### config.mk
export PLATFORM = sky130hd
export DESIGN_NAME = data_mem_arbiter
export DESIGN_NICKNAME = d
export VERILOG_FILES = /design/src/rtl/data_mem_arb_pkg.sv /design/src/rtl/data_mem_arbiter_rr_arb2.sv /design/src/rtl/data_mem_arbiter.sv
export SDC_FILE = /design/constraint.sdc
export NUM_CORES = 1
export LEC_CHECK = 0
export ABC_AREA = 1
export BUFFER_PORTS_ARGS = -buffer_cell sky130_fd_sc_hd__buf_2
export CAP_MARGIN = 25
export CELL_PAD_IN_SITES_DETAIL_PLACEMENT = 1
export CELL_PAD_IN_SITES_GLOBAL_PLACEMENT = 1
export CORE_UTILIZATION = 21
export CTS_BUF_LIST = sky130_fd_sc_hd__clkbuf_4 sky130_fd_sc_hd__clkbuf_8
export DETAILED_ROUTE_END_ITERATION = 12
export PLACE_DENSITY_LB_ADDON = 0.12
export SLEW_MARGIN = 20
export SYNTH_ARGS = -nofsm -noshare
export SYNTH_HDL_FRONTEND = slang
export SYNTH_SLANG_ARGS = --single-unit
### constraint.sdc
create_clock -name CLK -period 2.5 [get_ports CLK]
set_clock_uncertainty 0.1 [all_clocks]
set_input_delay 0.5 -clock CLK [delete_from_list [all_inputs] [get_ports CLK]]
set_output_delay 0.5 -clock CLK [all_outputs]
set_load 0.02 [all_outputs]
### src/rtl/data_mem_arb_pkg.sv
// -----------------------------------------------------------------------------
// data_mem_arb_pkg
// Shared types and constants for the data memory arbiter.
//   arb_state_t : ownership FSM states (IDLE, OWN0, OWN1)
//   DEPTH_WORDS : default memory depth in 32-bit words
//   WORD_SHIFT  : byte-address to word-index shift
// -----------------------------------------------------------------------------
package data_mem_arb_pkg;

    typedef enum logic [1:0] {
        IDLE = 2'd0,
        OWN0 = 2'd1,
        OWN1 = 2'd2
    } arb_state_t;

    localparam int DEPTH_WORDS = 64;
    localparam int WORD_SHIFT  = 2;

endpackage

### src/rtl/data_mem_arbiter_rr_arb2.sv
// -----------------------------------------------------------------------------
// rr_arb2
// Two-way round-robin picker. Purely combinational.
// Ports:
//   req  in  [1:0] request vector
//   last in        index of the most recently granted requester
//   mask in  [1:0] requesters eligible this cycle (ownership from the FSM)
//   gnt  out [1:0] one-hot grant, or zero when nothing is eligible
// -----------------------------------------------------------------------------
module rr_arb2 (
    input  logic [1:0] req,
    input  logic       last,
    input  logic [1:0] mask,
    output logic [1:0] gnt
);

    logic [1:0] elig;

    always_comb begin
        // NOTE: every combinational output gets a default first, so no path
        // leaves it unassigned and no latch is inferred.
        elig = req & mask;
        gnt  = elig;
        // On a tie the requester that did not win last time goes first.
        if (elig == 2'b11) begin
            gnt = last ? 2'b01 : 2'b10;
        end
    end

endmodule

### src/rtl/data_mem_arbiter.sv
// -----------------------------------------------------------------------------
// data_mem_arbiter
// Shares a single-port data memory (combinational read, synchronous write)
// between the load/store port (requester 0) and an auxiliary master
// (requester 1). Round-robin arbitration, optional lock for multi-access
// sequences, registered read data shared by both requesters.
//
// Build option: define DATA_MEM_ARB_RANGE_CHECK_EN to flag accesses at or
// above 4*DEPTH_WORDS (write suppressed, errX pulse, no rvalidX). Without it
// the address simply wraps in the memory and err0/err1 stay low.
//
// Ports:
//   CLK, RST                 clock, synchronous active-high reset
//   req/we/lock/addr/wdata X requester X access (held until gntX)
//   gntX                     access performed this cycle (combinational)
//   rvalidX                  one-cycle pulse, rdata valid for requester X
//   rdata                    registered read data, held until next read
//   errX                     one-cycle pulse, out-of-range access
//   mem_we/mem_a/mem_wd      memory write enable, byte address, write data
//   mem_rd                   memory combinational read data
// -----------------------------------------------------------------------------
module data_mem_arbiter
    import data_mem_arb_pkg::*;
#(
    parameter int DATA_W      = 32,
    parameter int ADDR_W      = 32,
    parameter int DEPTH_WORDS = data_mem_arb_pkg::DEPTH_WORDS
) (
    input  logic              CLK,
    input  logic              RST,
    input  logic              req0,
    input  logic              we0,
    input  logic              lock0,
    input  logic [ADDR_W-1:0] addr0,
    input  logic [DATA_W-1:0] wdata0,
    input  logic              req1,
    input  logic              we1,
    input  logic              lock1,
    input  logic [ADDR_W-1:0] addr1,
    input  logic [DATA_W-1:0] wdata1,
    output logic              gnt0,
    output logic              gnt1,
    output logic              rvalid0,
    output logic              rvalid1,
    output logic [DATA_W-1:0] rdata,
    output logic              err0,
    output logic              err1,
    output logic              mem_we,
    output logic [ADDR_W-1:0] mem_a,
    output logic [DATA_W-1:0] mem_wd,
    input  logic [DATA_W-1:0] mem_rd
);

    localparam logic [ADDR_W-1:0] ADDR_LIMIT = ADDR_W'(DEPTH_WORDS << WORD_SHIFT);

    arb_state_t state;
    logic       last;
    logic [1:0] mask;
    logic [1:0] arb_gnt;
    logic [1:0] gnt;
    logic       sel;
    logic       sel_we;
    logic       sel_lock;
    logic       any_gnt;
    logic       addr_oor;
    logic       blocked;
    logic       rd_ok;
    logic [1:0] err_q;

    // Ownership restricts which requester may be arbitrated in.
    always_comb begin
        mask = 2'b11;
        case (state)
            OWN0:    mask = 2'b01;
            OWN1:    mask = 2'b10;
            default: mask = 2'b11;
        endcase
    end

    rr_arb2 u_rr_arb2 (
        .req  ({req1, req0}),
        .last (last),
        .mask (mask),
        .gnt  (arb_gnt)
    );

    // Grants are forced low during reset so no memory write can occur.
    assign gnt     = RST ? 2'b00 : arb_gnt;
    assign gnt0    = gnt[0];
    assign gnt1    = gnt[1];
    assign any_gnt = |gnt;

    // Requester 0 drives the memory port whenever requester 1 is not granted.
    assign sel      = gnt[1];
    assign mem_a    = sel ? addr1  : addr0;
    assign mem_wd   = sel ? wdata1 : wdata0;
    assign sel_we   = sel ? we1    : we0;
    assign sel_lock = sel ? lock1  : lock0;

    assign addr_oor = (mem_a >= ADDR_LIMIT);

`ifdef DATA_MEM_ARB_RANGE_CHECK_EN
    assign blocked = any_gnt & addr_oor;
`else
    // Without the check the range flag has no consumer.
    logic unused_addr_oor;
    assign unused_addr_oor = addr_oor;
    assign blocked         = 1'b0;
`endif

    assign mem_we = any_gnt &  sel_we & ~blocked;
    assign rd_ok  = any_gnt & ~sel_we & ~blocked;

    // err_q is constant zero when the range check is not built in.
    assign err0 = err_q[0];
    assign err1 = err_q[1];

    always_ff @(posedge CLK) begin
        // NOTE: synchronous reset is sampled like any other input inside the
        // clocked block; it is not in the sensitivity list.
        if (RST) begin
            state   <= IDLE;
            last    <= 1'b1;
            rvalid0 <= 1'b0;
            rvalid1 <= 1'b0;
            rdata   <= '0;
            err_q   <= 2'b00;
        end else begin
            // NOTE: non-blocking assignments for all state, so every register
            // samples pre-edge values regardless of statement order.
            rvalid0 <= rd_ok & ~sel;
            rvalid1 <= rd_ok &  sel;
            err_q   <= {blocked & sel, blocked & ~sel};
            if (rd_ok) begin
                rdata <= mem_rd;
            end
            if (any_gnt) begin
                last <= sel;
            end
            case (state)
                IDLE: begin
                    if (any_gnt && sel_lock) begin
                        state <= sel ? OWN1 : OWN0;
                    end
                end
                // The owner is the only eligible requester, so while it
                // requests it is granted; release on unlocked grant or drop.
                OWN0: begin
                    if (!req0 || (gnt[0] && !lock0)) begin
                        state <= IDLE;
                    end
                end
                OWN1: begin
                    if (!req1 || (gnt[1] && !lock1)) begin
                        state <= IDLE;
                    end
                end
                default: state <= IDLE;
            endcase
        end
    end

endmodule

==> qor.tcl <==
set qor(cts_setup_buffers) 0
set qor(syn_to_final_growth_pct) 72.3
set qor(post_drt_via_cell_ratio) 4.31
set qor(place_congestion) 0.807
set qor(crit_path_cells) {inv_2, nand2_2, nand3_2, nand2_4, buf_12, nand2_1, a21boi_0, buf_2}
set qor(post_synth_instance_area_sq_um) 2260
set qor(worstSetupPathType) {flip-flop to output pin}
set qor(syn_area_per_cell_sq_um) 5.62
set qor(fp.dieW_microns) 106
set qor(grt_start_max_net_pins) 66
set qor(report.final.setup_viol) 0
set qor(path_delay_family) {buffers and inverters}
set qor(vdd_ir_drop_max_mv) 0.224
set qor(grt_antenna_before_repair) 0
set qor(cts_clock_pin_slew_for_the_worst_setup_and_hold_paths_ns) 0.07
set qor(drt-initial-drc-count) 99
set qor(setup_repair_after_global_routing_missed_its_margin) {false}
set qor(ant_nets) 0
set qor(rrSetupSlack_ns) 0.32
set qor(cts_inserted_buffers) 5
set qor(fmax_ghz) 0.429
set qor(cts-root-buf) {clkbuf_8}
set qor(leak_pwr_nw) 2.35
set qor(nets) 828
set qor(cp_max_fo) 49
set qor(whs_endpoint) {rvalid1}
set qor(design.portCount) 271
set qor(critical-path-max-stage-delay_ns) 0.40
set qor(syn-instance-count) 402
set qor(critical_path.reg2reg.endpoint) {rdata[11]}
set qor(regToRegStartpoint) {state[0]}
set qor(worstHoldPathCells) 2
set qor(die_boundary_height_microns) 106
set qor(first_pass_iters) 4
set qor(fp-row-count) 37
set qor(globalRouteOverflowTotal) 0
set qor(dpl.cell_count) 786
set qor(outcome) {finished, final reports clean}
set qor(antennaDiodeCount) 0
set qor(finish.cell_count_without_fillers) 797
set qor(fin_crit_sh_pct) 93.3
set qor(synthesis.yosys.warnings) 0
set qor(worst_ep_required_time_ns) 1.90
set qor(drv_slew) 0
set qor(cp-end-kind) {output pin}
set qor(slowest_stage) {dfxtp_1}
set qor(vias) 3433
set qor(route.detailed.drc) 0
set qor(grt_pass1_wl_microns) 16300
set qor(timing.reg2reg.worst_path_depth) 10
set qor(initial_standard_cell_utilization_of_the_core_pct) 21.8
set qor(holdCritStartpoint) {we1}
set qor(ctsHoldBuffers) 0
set qor(max_cap_violations) 0
set qor(cp_data_arrival_time_ns) 1.73
set qor(htree_levels) 2
set qor(synth_sequential_area_ratio_pct) 32.8
set qor(grt_util_all_layers_pct) 18.2
set qor(routed_wl_microns) 11100
set qor(critical_path.startpoint_type) {flip-flop}
set qor(wl_per_cell_microns) 13.9
set qor(post_route_cells_drive_above_1_share_pct) 44.8
set qor(floorplan.die_area_sq_um) 11200
set qor(clkSinkCount) 37
set qor(power_density_nw_per_um2) 652
set qor(yosys.cell_types.count) 22
set qor(vias_in_the_first_global_route) 3355
set qor(min_path_type) {input port to flip-flop}
set qor(finalHoldViolations) 0
set qor(clock_tree_from_tritoncts) {done}
set qor(fillers) 1489
set qor(clock_path_buffers) 2
set qor(post_synthesis_sequential_element_count) 37
set qor(portBuffers) 268
set qor(final_worst_path_period_need_ns) 2.33
set qor(core_box_area_sq_um) 10400
set qor(setup-tns-final_ns) 0
set qor(post_detail_place_hpwl_microns) 8570
set qor(worst-path-buf-inv) 3
set qor(worst_skew_pair.late_latency_ns) 0.30
-- synthesized netlist by cell type --
cell type,instances,area [sq um]
a21boi_0,1,7.51
a21oi_1,35,175
a21oi_2,1,8.76
and2_1,1,6.26
buf_1,2,7.51
buf_2,9,45.0
buf_4,3,22.5
buf_6,3,33.8
clkbuf_1,9,33.8
clkinv_2,1,5.00
conb_1,1,3.75
dfxtp_1,37,741
inv_1,9,33.8
inv_2,2,7.51
nand2_1,267,1000
nand2_2,4,25.0
nand2_4,1,11.3
nand3_1,6,30.0
nand3_2,2,20.0
nor2_1,6,22.5
nor2_4,1,11.3
o211ai_1,1,7.51
-- sequential cells by signal, summed over array words and instances (netlist names) --
name and flops:
rvalid0 1, rdata 32, rvalid1 1, state 2, last 1
-- routing by layer --
layer	global-route usage, %	wire length, microns	up-vias
met2	33.8	5720	130
met3	4.89	799	11
met5	0	0	-
met4	4.56	143	0
li1	-	-	1735
met1	20.2	4430	1557
-- timing repair --
action / 4_1_cts / 5_1_grt
resized for setup: 0 / 1
endpoints found under the setup margin: 0 / 61
hold endpoints to repair: 0 / 0
-- worst max path at each step --
stage	from	end	slack, ns	cells past startpoint
6_report	state[0]	mem_we	0.17	8
5_1_grt	state[0]	mem_we	0.007	8
4_1_cts	state[1]	mem_a[16]	0.06	10
3_5_place_dp	req1	rdata[7]	0.16	10
3_3_place_gp	req1	rdata[4]	0.21	10
2_1_floorplan	RST	mem_wd[22]	0.31	7
-- cells by family (layout without fill, tap and decap cells) --
family / Yosys count / in the layout / share of synthesized area [%]
AOI/OAI and AO/OA: 38 / 38 / 8.80
buffers and inverters: 38 / 296 / 8.36
DFF: 37 / 37 / 32.8
other: 1 / 2 / 0.166
and+or+nand+nor: 288 / 288 / 49.9
-- per-stage QoR --
step / setup slack [ns] / utilization, % / hold slack (ns) / total power [mW] / instance area (sq um)
after CTS: 0.0599 / 37.0 / 0.282 / 2.54 / 3830
after global routing: 0.00724 / 37.6 / 0.277 / 2.71 / 3900
after detailed placement: 0.158 / 35.6 / 0.353 / 1.89 / 3700
after global placement: 0.209 / 35.6 / 0.350 / 1.87 / 3700
final: 0.167 / 37.6 / 0.291 / 2.54 / 3900
after floorplan: 0.310 / - / 0.400 / 1.44 / 2260
-- placed cells by master, fill, tap and decap left out, types with 3 or more instances in the layout --
master    instances
inv_1             9
nand3_1           6
nand2_1         267
dfxtp_1          37
nor2_1            6
buf_4             3
buf_2           268
clkbuf_8          5
nand2_2           4
a21oi_1          35
-- report_power, final --
part,switching [mW],internal (mW),leakage (nW)
registers,0.0361,0.653,0.302
clock network,0.230,0.402,0.0687
logic,0.786,0.433,1.97
-- layout make-up --
| cell class | count | area [sq um] | area share (%) |
|---|---|---|---|
| Tap cell | 136 | 170 | 4.37 |
| Timing Repair Buffer | 276 | 1470 | 37.6 |
| Clock buffer | 5 | 68.8 | 1.77 |
| Sequential cell | 37 | 741 | 19.0 |
| Inverter | 12 | 47.5 | 1.22 |
| Multi-Input combinational cell | 328 | 1340 | 34.3 |
| Clock inverter | 3 | 68.8 | 1.77 |
Power figures use the tool's default switching activity.
